`src/rtl/hack_kbd_pkg.sv`:
```
// hack_kbd_pkg: shared types and constants for the Hack PS/2 keyboard front end.
//   - rx_state_e  : PS/2 frame receiver states
//   - dec_state_e : scan-code set 2 sequence decoder states
//   - KEY_*       : Hack key codes for non-printing keys
//   - SC_*        : scan-code prefixes and shift-key codes
//   - odd_parity_ok() : odd parity check over a data byte plus its parity bit
package hack_kbd_pkg;

  typedef enum logic [1:0] {
    RX_IDLE,
    RX_DATA,
    RX_PARITY,
    RX_STOP
  } rx_state_e;

  typedef enum logic [2:0] {
    DEC_NORMAL,
    DEC_EXT,
    DEC_BRK,
    DEC_EXT_BRK,
    DEC_SKIP
  } dec_state_e;

  localparam logic [15:0] KEY_NONE      = 16'd0;
  localparam logic [15:0] KEY_SPACE     = 16'd32;
  localparam logic [15:0] KEY_NEWLINE   = 16'd128;
  localparam logic [15:0] KEY_BACKSPACE = 16'd129;
  localparam logic [15:0] KEY_LEFT      = 16'd130;
  localparam logic [15:0] KEY_UP        = 16'd131;
  localparam logic [15:0] KEY_RIGHT     = 16'd132;
  localparam logic [15:0] KEY_DOWN      = 16'd133;
  localparam logic [15:0] KEY_HOME      = 16'd134;
  localparam logic [15:0] KEY_END       = 16'd135;
  localparam logic [15:0] KEY_PGUP      = 16'd136;
  localparam logic [15:0] KEY_PGDN      = 16'd137;
  localparam logic [15:0] KEY_INSERT    = 16'd138;
  localparam logic [15:0] KEY_DELETE    = 16'd139;
  localparam logic [15:0] KEY_ESC       = 16'd140;
  localparam logic [15:0] KEY_F1        = 16'd141;
  localparam logic [15:0] KEY_F2        = 16'd142;
  localparam logic [15:0] KEY_F3        = 16'd143;
  localparam logic [15:0] KEY_F4        = 16'd144;
  localparam logic [15:0] KEY_F5        = 16'd145;
  localparam logic [15:0] KEY_F6        = 16'd146;
  localparam logic [15:0] KEY_F7        = 16'd147;
  localparam logic [15:0] KEY_F8        = 16'd148;
  localparam logic [15:0] KEY_F9        = 16'd149;
  localparam logic [15:0] KEY_F10       = 16'd150;
  localparam logic [15:0] KEY_F11       = 16'd151;
  localparam logic [15:0] KEY_F12       = 16'd152;

  localparam logic [7:0] SC_EXT    = 8'hE0;
  localparam logic [7:0] SC_BRK    = 8'hF0;
  localparam logic [7:0] SC_PAUSE  = 8'hE1;
  localparam logic [7:0] SC_LSHIFT = 8'h12;
  localparam logic [7:0] SC_RSHIFT = 8'h59;

  // The Pause sequence is E1 followed by 7 more bytes; the counter runs 0..6.
  localparam logic [2:0] PAUSE_SKIP_LAST = 3'd6;

  function automatic logic odd_parity_ok(input logic [7:0] data, input logic parity);
    return ^{data, parity};
  endfunction

endpackage

```
`src/rtl/hack_keyboard_rx.sv`:
```
// ps2_rx: PS/2 device-to-host frame receiver.
//   clk_i        : system clock
//   rst_ni       : synchronous active-low reset
//   ps2_clk_i    : PS/2 clock pin (asynchronous)
//   ps2_data_i   : PS/2 data pin (asynchronous)
//   byte_o       : last correctly framed byte
//   byte_valid_o : one-cycle pulse when byte_o is updated
//   frame_err_o  : one-cycle pulse on a start, parity or stop error
// A frame is start(0), 8 data bits LSB first, odd parity, stop(1), each bit
// sampled on a falling edge of ps2_clk. A watchdog abandons a partial frame
// after TIMEOUT_CYCLES clocks without a falling edge.
module ps2_rx
  import hack_kbd_pkg::*;
#(
  parameter int unsigned TIMEOUT_CYCLES = 32000
) (
  input  logic       clk_i,
  input  logic       rst_ni,
  input  logic       ps2_clk_i,
  input  logic       ps2_data_i,
  output logic [7:0] byte_o,
  output logic       byte_valid_o,
  output logic       frame_err_o
);

  localparam int unsigned     WD_W   = $clog2(TIMEOUT_CYCLES + 1);
  localparam logic [WD_W-1:0] WD_MAX = WD_W'(TIMEOUT_CYCLES);

  logic            clk_s1_q, clk_s2_q, clk_s3_q;
  logic            dat_s1_q, dat_s2_q, dat_s3_q;
  logic            fall_q;
  rx_state_e       state_q;
  logic [2:0]      bit_cnt_q;
  logic [7:0]      shift_q;
  logic [7:0]      byte_q;
  logic            valid_q;
  logic            err_q;
  logic [WD_W-1:0] wd_cnt_q;

  // Two sync stages, then one more stage on both pins: the clock copy
  // forms the edge register and the data copy stays aligned with fall_q.
  always_ff @(posedge clk_i) begin
    if (!rst_ni) begin
      clk_s1_q <= 1'b0;
      clk_s2_q <= 1'b0;
      clk_s3_q <= 1'b0;
      dat_s1_q <= 1'b0;
      dat_s2_q <= 1'b0;
      dat_s3_q <= 1'b0;
      fall_q   <= 1'b0;
    end else begin
      clk_s1_q <= ps2_clk_i;
      clk_s2_q <= clk_s1_q;
      clk_s3_q <= clk_s2_q;
      dat_s1_q <= ps2_data_i;
      dat_s2_q <= dat_s1_q;
      dat_s3_q <= dat_s2_q;
      fall_q   <= clk_s3_q & ~clk_s2_q;
    end
  end

  always_ff @(posedge clk_i) begin
    if (!rst_ni) begin
      state_q   <= RX_IDLE;
      bit_cnt_q <= '0;
      shift_q   <= '0;
      byte_q    <= '0;
      valid_q   <= 1'b0;
      err_q     <= 1'b0;
      wd_cnt_q  <= '0;
    end else begin
      valid_q <= 1'b0;
      err_q   <= 1'b0;

      if (fall_q) begin
        wd_cnt_q <= '0;
      end else if (wd_cnt_q != WD_MAX) begin
        wd_cnt_q <= wd_cnt_q + 1'b1;
      end

      if (fall_q) begin
        case (state_q)
          RX_IDLE: begin
            if (dat_s3_q) begin
              err_q <= 1'b1;
            end else begin
              state_q   <= RX_DATA;
              bit_cnt_q <= '0;
            end
          end
          RX_DATA: begin
            shift_q <= {dat_s3_q, shift_q[7:1]};
            if (bit_cnt_q == 3'd7) begin
              state_q <= RX_PARITY;
            end else begin
              bit_cnt_q <= bit_cnt_q + 1'b1;
            end
          end
          RX_PARITY: begin
            if (odd_parity_ok(shift_q, dat_s3_q)) begin
              state_q <= RX_STOP;
            end else begin
              err_q   <= 1'b1;
              state_q <= RX_IDLE;
            end
          end
          RX_STOP: begin
            if (dat_s3_q) begin
              byte_q  <= shift_q;
              valid_q <= 1'b1;
            end else begin
              err_q <= 1'b1;
            end
            state_q <= RX_IDLE;
          end
          default: state_q <= RX_IDLE;
        endcase
      end else if (state_q != RX_IDLE && wd_cnt_q == WD_MAX) begin
        state_q <= RX_IDLE;
      end
    end
  end

  assign byte_o       = byte_q;
  assign byte_valid_o = valid_q;
  assign frame_err_o  = err_q;

endmodule

```
`src/rtl/hack_keyboard.sv`:
```
// hack_keyboard: PS/2 keyboard front end producing the Hack keyboard word.
//   TIMEOUT_CYCLES : clk cycles without a PS/2 falling edge before a partial
//                    frame is discarded
//   clk            : system clock
//   reset_n        : synchronous active-low reset
//   ps2_clk        : PS/2 clock pin (asynchronous)
//   ps2_data       : PS/2 data pin (asynchronous)
//   kbOut          : Hack key code of the held key, 0 when none (Memory.kbIn)
//   byteValid      : one-cycle pulse per correctly framed byte
//   frameErr       : one-cycle pulse on a start, parity or stop error
// Build option: define HACK_KBD_SHIFT_EN to track left/right shift, giving
// lowercase letters unshifted and US symbols on shifted digits.
module hack_keyboard
  import hack_kbd_pkg::*;
#(
  parameter int unsigned TIMEOUT_CYCLES = 32000
) (
  input  logic        clk,
  input  logic        reset_n,
  input  logic        ps2_clk,
  input  logic        ps2_data,
  output logic [15:0] kbOut,
  output logic        byteValid,
  output logic        frameErr
);

  logic [7:0]  rx_byte;
  logic        rx_valid;
  logic        rx_err;

  dec_state_e  dec_state_q;
  logic [2:0]  skip_cnt_q;
  logic [15:0] kb_q;

  logic        ext;
  logic        is_letter, is_digit, is_kp;
  logic [4:0]  idx;
  logic [15:0] fixed_key;
  logic [15:0] letter_base;
  logic [15:0] digit_key;
  logic [15:0] map_key;

  ps2_rx #(
    .TIMEOUT_CYCLES(TIMEOUT_CYCLES)
  ) u_rx (
    .clk_i       (clk),
    .rst_ni      (reset_n),
    .ps2_clk_i   (ps2_clk),
    .ps2_data_i  (ps2_data),
    .byte_o      (rx_byte),
    .byte_valid_o(rx_valid),
    .frame_err_o (rx_err)
  );

  assign ext = (dec_state_q == DEC_EXT) || (dec_state_q == DEC_EXT_BRK);

  // Scan-code classification: letters and digits yield an index so the
  // shift-dependent base can be applied afterwards.
  always_comb begin
    is_letter = 1'b0;
    is_digit  = 1'b0;
    is_kp     = 1'b0;
    idx       = '0;
    fixed_key = KEY_NONE;
    if (ext) begin
      case (rx_byte)
        8'h6B:   fixed_key = KEY_LEFT;
        8'h75:   fixed_key = KEY_UP;
        8'h74:   fixed_key = KEY_RIGHT;
        8'h72:   fixed_key = KEY_DOWN;
        8'h6C:   fixed_key = KEY_HOME;
        8'h69:   fixed_key = KEY_END;
        8'h7D:   fixed_key = KEY_PGUP;
        8'h7A:   fixed_key = KEY_PGDN;
        8'h70:   fixed_key = KEY_INSERT;
        8'h71:   fixed_key = KEY_DELETE;
        default: fixed_key = KEY_NONE;
      endcase
    end else begin
      case (rx_byte)
        8'h1C: begin is_letter = 1'b1; idx = 5'd0;  end
        8'h32: begin is_letter = 1'b1; idx = 5'd1;  end
        8'h21: begin is_letter = 1'b1; idx = 5'd2;  end
        8'h23: begin is_letter = 1'b1; idx = 5'd3;  end
        8'h24: begin is_letter = 1'b1; idx = 5'd4;  end
        8'h2B: begin is_letter = 1'b1; idx = 5'd5;  end
        8'h34: begin is_letter = 1'b1; idx = 5'd6;  end
        8'h33: begin is_letter = 1'b1; idx = 5'd7;  end
        8'h43: begin is_letter = 1'b1; idx = 5'd8;  end
        8'h3B: begin is_letter = 1'b1; idx = 5'd9;  end
        8'h42: begin is_letter = 1'b1; idx = 5'd10; end
        8'h4B: begin is_letter = 1'b1; idx = 5'd11; end
        8'h3A: begin is_letter = 1'b1; idx = 5'd12; end
        8'h31: begin is_letter = 1'b1; idx = 5'd13; end
        8'h44: begin is_letter = 1'b1; idx = 5'd14; end
        8'h4D: begin is_letter = 1'b1; idx = 5'd15; end
        8'h15: begin is_letter = 1'b1; idx = 5'd16; end
        8'h2D: begin is_letter = 1'b1; idx = 5'd17; end
        8'h1B: begin is_letter = 1'b1; idx = 5'd18; end
        8'h2C: begin is_letter = 1'b1; idx = 5'd19; end
        8'h3C: begin is_letter = 1'b1; idx = 5'd20; end
        8'h2A: begin is_letter = 1'b1; idx = 5'd21; end
        8'h1D: begin is_letter = 1'b1; idx = 5'd22; end
        8'h22: begin is_letter = 1'b1; idx = 5'd23; end
        8'h35: begin is_letter = 1'b1; idx = 5'd24; end
        8'h1A: begin is_letter = 1'b1; idx = 5'd25; end
        8'h45: begin is_digit = 1'b1; idx = 5'd0; end
        8'h16: begin is_digit = 1'b1; idx = 5'd1; end
        8'h1E: begin is_digit = 1'b1; idx = 5'd2; end
        8'h26: begin is_digit = 1'b1; idx = 5'd3; end
        8'h25: begin is_digit = 1'b1; idx = 5'd4; end
        8'h2E: begin is_digit = 1'b1; idx = 5'd5; end
        8'h36: begin is_digit = 1'b1; idx = 5'd6; end
        8'h3D: begin is_digit = 1'b1; idx = 5'd7; end
        8'h3E: begin is_digit = 1'b1; idx = 5'd8; end
        8'h46: begin is_digit = 1'b1; idx = 5'd9; end
        // Keypad digits (no E0 prefix) always give plain digits.
        8'h70: begin is_kp = 1'b1; idx = 5'd0; end
        8'h69: begin is_kp = 1'b1; idx = 5'd1; end
        8'h72: begin is_kp = 1'b1; idx = 5'd2; end
        8'h7A: begin is_kp = 1'b1; idx = 5'd3; end
        8'h6B: begin is_kp = 1'b1; idx = 5'd4; end
        8'h73: begin is_kp = 1'b1; idx = 5'd5; end
        8'h74: begin is_kp = 1'b1; idx = 5'd6; end
        8'h6C: begin is_kp = 1'b1; idx = 5'd7; end
        8'h75: begin is_kp = 1'b1; idx = 5'd8; end
        8'h7D: begin is_kp = 1'b1; idx = 5'd9; end
        8'h29: fixed_key = KEY_SPACE;
        8'h5A: fixed_key = KEY_NEWLINE;
        8'h66: fixed_key = KEY_BACKSPACE;
        8'h76: fixed_key = KEY_ESC;
        8'h05: fixed_key = KEY_F1;
        8'h06: fixed_key = KEY_F2;
        8'h04: fixed_key = KEY_F3;
        8'h0C: fixed_key = KEY_F4;
        8'h03: fixed_key = KEY_F5;
        8'h0B: fixed_key = KEY_F6;
        8'h83: fixed_key = KEY_F7;
        8'h0A: fixed_key = KEY_F8;
        8'h01: fixed_key = KEY_F9;
        8'h09: fixed_key = KEY_F10;
        8'h78: fixed_key = KEY_F11;
        8'h07: fixed_key = KEY_F12;
        // Shift keys never produce a key code of their own.
        SC_LSHIFT, SC_RSHIFT: fixed_key = KEY_NONE;
        default: fixed_key = KEY_NONE;
      endcase
    end
  end

`ifdef HACK_KBD_SHIFT_EN
  logic        lshift_q, rshift_q;
  logic        shift_held;
  logic [15:0] shift_sym;

  assign shift_held = lshift_q | rshift_q;

  always_comb begin
    case (idx)
      5'd0:    shift_sym = 16'd41;  // )
      5'd1:    shift_sym = 16'd33;  // !
      5'd2:    shift_sym = 16'd64;  // @
      5'd3:    shift_sym = 16'd35;  // #
      5'd4:    shift_sym = 16'd36;  // $
      5'd5:    shift_sym = 16'd37;  // %
      5'd6:    shift_sym = 16'd94;  // ^
      5'd7:    shift_sym = 16'd38;  // &
      5'd8:    shift_sym = 16'd42;  // *
      5'd9:    shift_sym = 16'd40;  // (
      default: shift_sym = KEY_NONE;
    endcase
  end

  assign letter_base = shift_held ? 16'd65 : 16'd97;
  assign digit_key   = shift_held ? shift_sym : (16'd48 + {11'd0, idx});
`else
  assign letter_base = 16'd65;
  assign digit_key   = 16'd48 + {11'd0, idx};
`endif

  always_comb begin
    map_key = fixed_key;
    if (is_letter) begin
      map_key = letter_base + {11'd0, idx};
    end else if (is_kp) begin
      map_key = 16'd48 + {11'd0, idx};
    end else if (is_digit) begin
      map_key = digit_key;
    end
  end

  // Decoder: kbOut is registered here, one cycle after byteValid.
  always_ff @(posedge clk) begin
    if (!reset_n) begin
      dec_state_q <= DEC_NORMAL;
      skip_cnt_q  <= '0;
      kb_q        <= KEY_NONE;
`ifdef HACK_KBD_SHIFT_EN
      lshift_q    <= 1'b0;
      rshift_q    <= 1'b0;
`endif
    end else if (rx_valid) begin
      case (dec_state_q)
        DEC_NORMAL, DEC_EXT: begin
          if (rx_byte == SC_EXT) begin
            dec_state_q <= DEC_EXT;
          end else if (rx_byte == SC_BRK) begin
            dec_state_q <= (dec_state_q == DEC_EXT) ? DEC_EXT_BRK : DEC_BRK;
          end else if (rx_byte == SC_PAUSE) begin
            dec_state_q <= DEC_SKIP;
            skip_cnt_q  <= '0;
          end else begin
            dec_state_q <= DEC_NORMAL;
            if (map_key != KEY_NONE) begin
              kb_q <= map_key;
            end
`ifdef HACK_KBD_SHIFT_EN
            if (dec_state_q == DEC_NORMAL && rx_byte == SC_LSHIFT) lshift_q <= 1'b1;
            if (dec_state_q == DEC_NORMAL && rx_byte == SC_RSHIFT) rshift_q <= 1'b1;
`endif
          end
        end
        DEC_BRK, DEC_EXT_BRK: begin
          dec_state_q <= DEC_NORMAL;
          if (map_key == kb_q) begin
            kb_q <= KEY_NONE;
          end
`ifdef HACK_KBD_SHIFT_EN
          if (dec_state_q == DEC_BRK && rx_byte == SC_LSHIFT) lshift_q <= 1'b0;
          if (dec_state_q == DEC_BRK && rx_byte == SC_RSHIFT) rshift_q <= 1'b0;
`endif
        end
        DEC_SKIP: begin
          if (skip_cnt_q == PAUSE_SKIP_LAST) begin
            dec_state_q <= DEC_NORMAL;
          end else begin
            skip_cnt_q <= skip_cnt_q + 1'b1;
          end
        end
        default: dec_state_q <= DEC_NORMAL;
      endcase
    end
  end

  assign kbOut     = kb_q;
  assign byteValid = rx_valid;
  assign frameErr  = rx_err;

endmodule

```
`config.mk`:
```
export PLATFORM = sky130hd
export DESIGN_NAME = hack_keyboard
export DESIGN_NICKNAME = d
export VERILOG_FILES = /design/src/rtl/hack_kbd_pkg.sv /design/src/rtl/hack_keyboard_rx.sv /design/src/rtl/hack_keyboard.sv
export SDC_FILE = /design/constraint.sdc
export NUM_CORES = 1
export LEC_CHECK = 0
export ABC_AREA = 1
export CAP_MARGIN = 20
export CELL_PAD_IN_SITES_DETAIL_PLACEMENT = 0
export CELL_PAD_IN_SITES_GLOBAL_PLACEMENT = 1
export CORE_ASPECT_RATIO = 0.7
export CORE_MARGIN = 8
export CORE_UTILIZATION = 44
export CTS_BUF_LIST = sky130_fd_sc_hd__clkbuf_4 sky130_fd_sc_hd__clkbuf_8
export CTS_CLUSTER_DIAMETER = 80
export DETAILED_ROUTE_END_ITERATION = 10
export GPL_TIMING_DRIVEN = 0
export PLACE_DENSITY_LB_ADDON = 0.1
export SLEW_MARGIN = 20
export SYNTH_ARGS = -nofsm -noshare
export SYNTH_HDL_FRONTEND = slang
export SYNTH_SLANG_ARGS = --single-unit
```
`constraint.sdc`:
```
create_clock -name clk -period 3 [get_ports clk]
set_input_delay 0.75 -clock clk [delete_from_list [all_inputs] [get_ports clk]]
set_output_delay 0.75 -clock clk [all_outputs]
set_load 0.05 [all_outputs]
```
# Yosys cells after proc, flatten, opt, wreduce, memory -nomap -nowiden
# Index checks and enable logic that the tools add are counted.
[totals]
register_bits = 67
inputBits = 4
output_inout_bits = 18
[op_classes]
add_sub_neg = 5
n_eq_ne = 90
mux = 44
bitwise_logic = 3
reduce_logical = 35
[op_table]
columns = ["op", "count"]
rows = [
  ["$eq A8 B6 Y1 const B", 23],
  ["$eq A8 B7 Y1 const B", 22],
  ["$mux W16", 9],
  ["$pmux W8 S16", 1],
  ["$pmux W5 S25", 1],
  ["$pmux W8 S10", 1],
  ["$eq A8 B5 Y1 const B", 7],
  ["$eq A8 B3 Y1 const B", 4],
  ["$eq A8 B4 Y1 const B", 4],
  ["$eq A8 B8 Y1 const B", 4],
  ["$pmux W16 S2", 1],
  ["$mux W3", 10],
  ["$reduce_or A3 Y1", 9],
  ["$reduce_or A26 Y1", 1],
  ["$ne A2 B2 Y1 const B", 10],
  ["$reduce_or A10 Y1", 2],
  ["$pmux W3 S2", 3],
  ["$eq A16 B16 Y1", 1],
  ["$reduce_bool A16 Y1", 1],
  ["$add A15 B1 Y15 const B", 1],
  ["$eq A15 B15 Y1 const B", 1],
  ["$ne A15 B15 Y1 const B", 1],
  ["$mux W1", 10],
  ["$mux W2", 5],
  ["other kinds (28)", 45],
]

# Logic depth before layout (Yosys ltp)
[logic_depth]
word_depth = 14
ltp_mapped = 25

# Modules after synthesis
# Synthesis repeated with hierarchy kept, for this count alone.
[unflattened]
hier_cells = 731
area_unflattened_um2 = 4267.8
[modules_own_cells]
columns = ["module", "instances", "cells_per_inst", "area_per_inst_um2", "seq_area_each_um2"]
rows = [
  ["hack_keyboard", 1, 453, 2254.7, 280.3],
  ["ps2_rx", 1, 278, 2013.2, 900.9],
]

# Worst setup path after synthesis
# OpenSTA, ideal clock, no wires.
[synth_timing]
path_kind = "register to register"
startpoint = "reg u_rx.byte_q[6] (netlist: u_rx.byte_o[6])"
endpoint = "reg kb_q[6] (netlist: kbOut[6])"
setup_time_ps = 117
arrival_ps = 2556
slack_ps = 327
stages_incl_launch_ff = 21
path_buffers = 2
period_less_slack_ps = 2673
cell_sequence = "dfxtp_1 inv_2 nand2_4 nor2_2 buf_6 nand2_1 nand3_1 nor2_1 nand3_1 and2_1 ha_1 or2_4 nand3b_1 nand3_1 nor2_2 nand3_2 nand2_4 buf_6 nand3_1 nand2_1 nor2_1"
[synth_via]
elab_chain_len = 13
word_cells_on_any_way = 107
classes_between = "add/sub (2); eq/ne (72); mux (19); reduce/logical (14)"
[synth_rtl]
columns = ["item", "line_no", "rtl"]
rows = [
  ["start: declaration", "hack_keyboard_rx.sv:35", "logic [7:0] byte_q;"],
  ["start signal: assignment", "hack_keyboard_rx.sv:109", "byte_q <= shift_q;"],
  ["branches (longest 13 deep; another with $add A6 B5 Y7)", "n/a", ""],
  ["end signal: assignment", "hack_keyboard.sv:215", "kb_q <= map_key;"],
  ["end: declaration", "hack_keyboard.sv:33", "logic [15:0] kb_q;"],
]
# Several ways; the timed one is not identified. The select of a mux whose other input is x is not followed.
# A chain may end at the register's enable or synchronous reset.

# Final worst setup path
[layout_timing]
startpoint = "reg u_rx.byte_q[6] (netlist: u_rx.byte_o[6])"
endpoint = "reg kb_q[3] (netlist: kbOut[3])"
# Same word-level chain as after synthesis.

==> impl_metrics.json <==
{
  "ys_warn_count": 0,
  "fin_tns_setup_ns": 0,
  "dp_slack_ns": -0.157,
  "die_area_um2": 12700,
  "io_pins": 22,
  "netlist_area_um2": 4110,
  "grt_first_pass_wirelength_um": 19300,
  "max_cap_violations": 0,
  "synth_flop_cell": "dfxtp_1",
  "start_util": 0.454,
  "peakVddDrop_v": 0.000446,
  "hpwl_um": 9030,
  "antenna_found_initial": 0,
  "maxSlewViolCount": 0,
  "die_w_um": 132,
  "track_usage": 0.182,
  "viasPerCell": 5.12,
  "crit_type": "reg2reg",
  "fin_hold_ws_ns": 0.412,
  "crit_top_cell": "nand3_2",
  "cts_buffers": 9,
  "power_density_nw_per_um2": 313,
  "max_freq_mhz": 351,
  "dieHeight_um": 96.9,
  "async_flop_share": 0,
  "clock-root-buffer": "clkbuf_8",
  "crit_start": "u_rx.byte_o[6]",
  "synthCells": 689,
  "cellLeakagePower_nw": 2.31,
  "wl_um": 11900,
  "start_kind": "flop",
  "fin_ws_ns": 0.152,
  "synth_top_area_frac": 0.287,
  "rows": 29,
  "status": "finished clean",
  "synth_edf_count": 0,
  "grt_max_degree": 13,
  "yosysMostFrequentCell": "nand2_1",
  "crit_chain": "inv_4, nand2_4, nor2_4, buf_6, buf_4, nand2_2, nand3_2, nor2_2, nand3_2, and2_4, ha_4, or2_4, nand2_2, a21oi_2, nand2_1, nor2_2, nand3_2, nand2_4, clkbuf_16, a21oi_1, nor2_1",
  "cts_tree": "done",
  "clkTransAtPathRegs_ns": 0.07,
  "crit_arrival_ns": 3.11,
  "htree_levels": 3,
  "grt_overflow": 0,
  "ys_seq_area_frac": 0.287,
  "dr.first_iter.drc_count": 372,
  "cts.sinks": 59,
  "cp-end-kind": "flop",
  "ys_top_cells_by_area": "dfxtp_1 (29%), nand2_1 (17%), nor2_1 (8.6%)",
  "ys_top_cells_by_count": "nand2_1 (185), nor2_1 (94), inv_1 (80)",
  "crit_required_ns": 3.27,
  "firstDrtPassIters": 5,
  "netlist-cell-type-count": 41,
  "worstReg2RegStart": "u_rx.byte_o[6]",
  "areaGrowthSynthToFinish_pct": 23.1,
  "synth_largest_area_cell": "dfxtp_1",
  "synth-seq-cells": 59,
  "port_buffers": 12,
  "finalNetCount": 748,
  "clock_latency_ns": 0.34,
  "wl_per_cell_um": 13.7,
  "fin_crit_sh": 0.949,
  "crit_fanout": 8,
  "grt_pass1_vias": 3962,
  "postLayoutCoreUtil": 0.558,
  "crit_path_max_incr_delay_ns": 0.39,
  "final-hold-violation-count": 0,
  "hp-class": "reg2reg",
  "period_minus_slack_ns": 2.85,
  "tightest_slew_ns": 0.650,
  "layout-drive-gt1-share": 0.187,
  "ant_nets": 0,
  "cpMaxStageDelayCell": "dfxtp_4",
  "seq_area_um2": 1210,
  "slew_headroom": 0.564,
  "skew_ns": 0.0142,
  "final.fill_count": 961,
  "multi_input_area_um2": 2740,
  "place.gp.congestion": 0.918,
  "postCtsHoldBufs": 0,
  "cts_max_path_buffers": 2,
  "drc": 0,
  "vias": 4430,
  "antenna_cells": 0,
  "syn_area_per_cell_um2": 5.97,
  "core_region_area_um2": 9070,
  "hold_path.startpoint": "u_rx.clk_s2_q",
  "finalSetupViolCount": 0
}
-- placed cells by master (no fill, tap or decap), types with 10 or more instances in the layout --
cell             count
a21oi_1             49
buf_4               23
clkbuf_1            10
clkdlybuf4s50_1     12
dfxtp_1             51
inv_1               77
nand2_1            167
nand2_2             19
nand3_1             56
nand4_1             10
nor2_1              78
nor2_2              13
nor2_4              15
nor3_1              12
o21ai_0             35
-- worst paths after layout --
path	slack, ns	to	depth (start not counted)
min	0.41	u_rx.fall_q	1
max	0.15	kbOut[3]	21
min reg2reg	0.41	u_rx.fall_q	1
max reg2reg	0.15	kbOut[3]	21
-- power breakdown --
part	leakage, nW	internal (mW)	switching, mW
logic	1.73	0.0227	0.0515
clock network	0.0958	0.387	0.333
registers	0.483	0.785	0.00416
-- metal layers --
layer / track usage / up-vias / share of wire
met3: 0.0367 / 14 / 0.065
met2: 0.255 / 140 / 0.40
li1: - / 2300 / -
met4: 0.0536 / 0 / 0.015
met5: 0 / - / 0
met1: 0.269 / 1976 / 0.52
-- logic make-up after synthesis --
group / share of synthesized area
buffers and inverters: 0.113
DFF: 0.287
adders and majority gates: 0.0213
xor gates and xnor gates: 0.0170
and+or+nand+nor: 0.422
other: 0.000912
AOI/OAI and AO/OA: 0.138
-- repair_timing --
action / in CTS / in global routing
cloned: 0 / 1
setup endpoints to repair: 8 / 8
hold endpoints to repair: 0 / 0
gates resized for setup: 11 / 82
setup buffers: 0 / 17
pin swaps: 0 / 20
-- flip-flops by register name, indices dropped and copies added, names as in the netlist, 2 cells and up --
signal / flops
u_rx.byte_o: 8
u_rx.bit_cnt_q: 3
kbOut: 8
u_rx.state_q: 2
u_rx.wd_cnt_q: 15
skip_cnt_q: 3
dec_state_q: 3
u_rx.shift_q: 8
-- area by class of cell --
| type | count | share of cell area |
|---|---|---|
| Clock inverter | 7 | 0.0151 |
| Buffer | 22 | 0.0289 |
| Tap cell | 124 | 0.0306 |
| Clock buffer | 9 | 0.0245 |
| Sequential cell | 59 | 0.238 |
| Multi-Input combinational cell | 527 | 0.541 |
| Inverter | 88 | 0.0662 |
| Timing Repair Buffer | 30 | 0.0558 |
-- stage by stage --
step	instances	power, mW	area [um^2]
detailed placement	832	0.886	4420
finish	866	1.58	5060
global route	866	1.65	5060
global placement	832	0.884	4420
CTS	848	1.62	4630
floorplan	696	0.872	4140
-- critical path, delay by kind of cell, from the launching register on --
family                     cells  cell delay, ns
AOI/OAI and AO/OA              2            0.20
adders and majority gates      1            0.25
buffers and inverters          4            0.51
DFF                            1            0.39
and+or+nand+nor               14            1.44
Power figures use the tool's default switching activity.
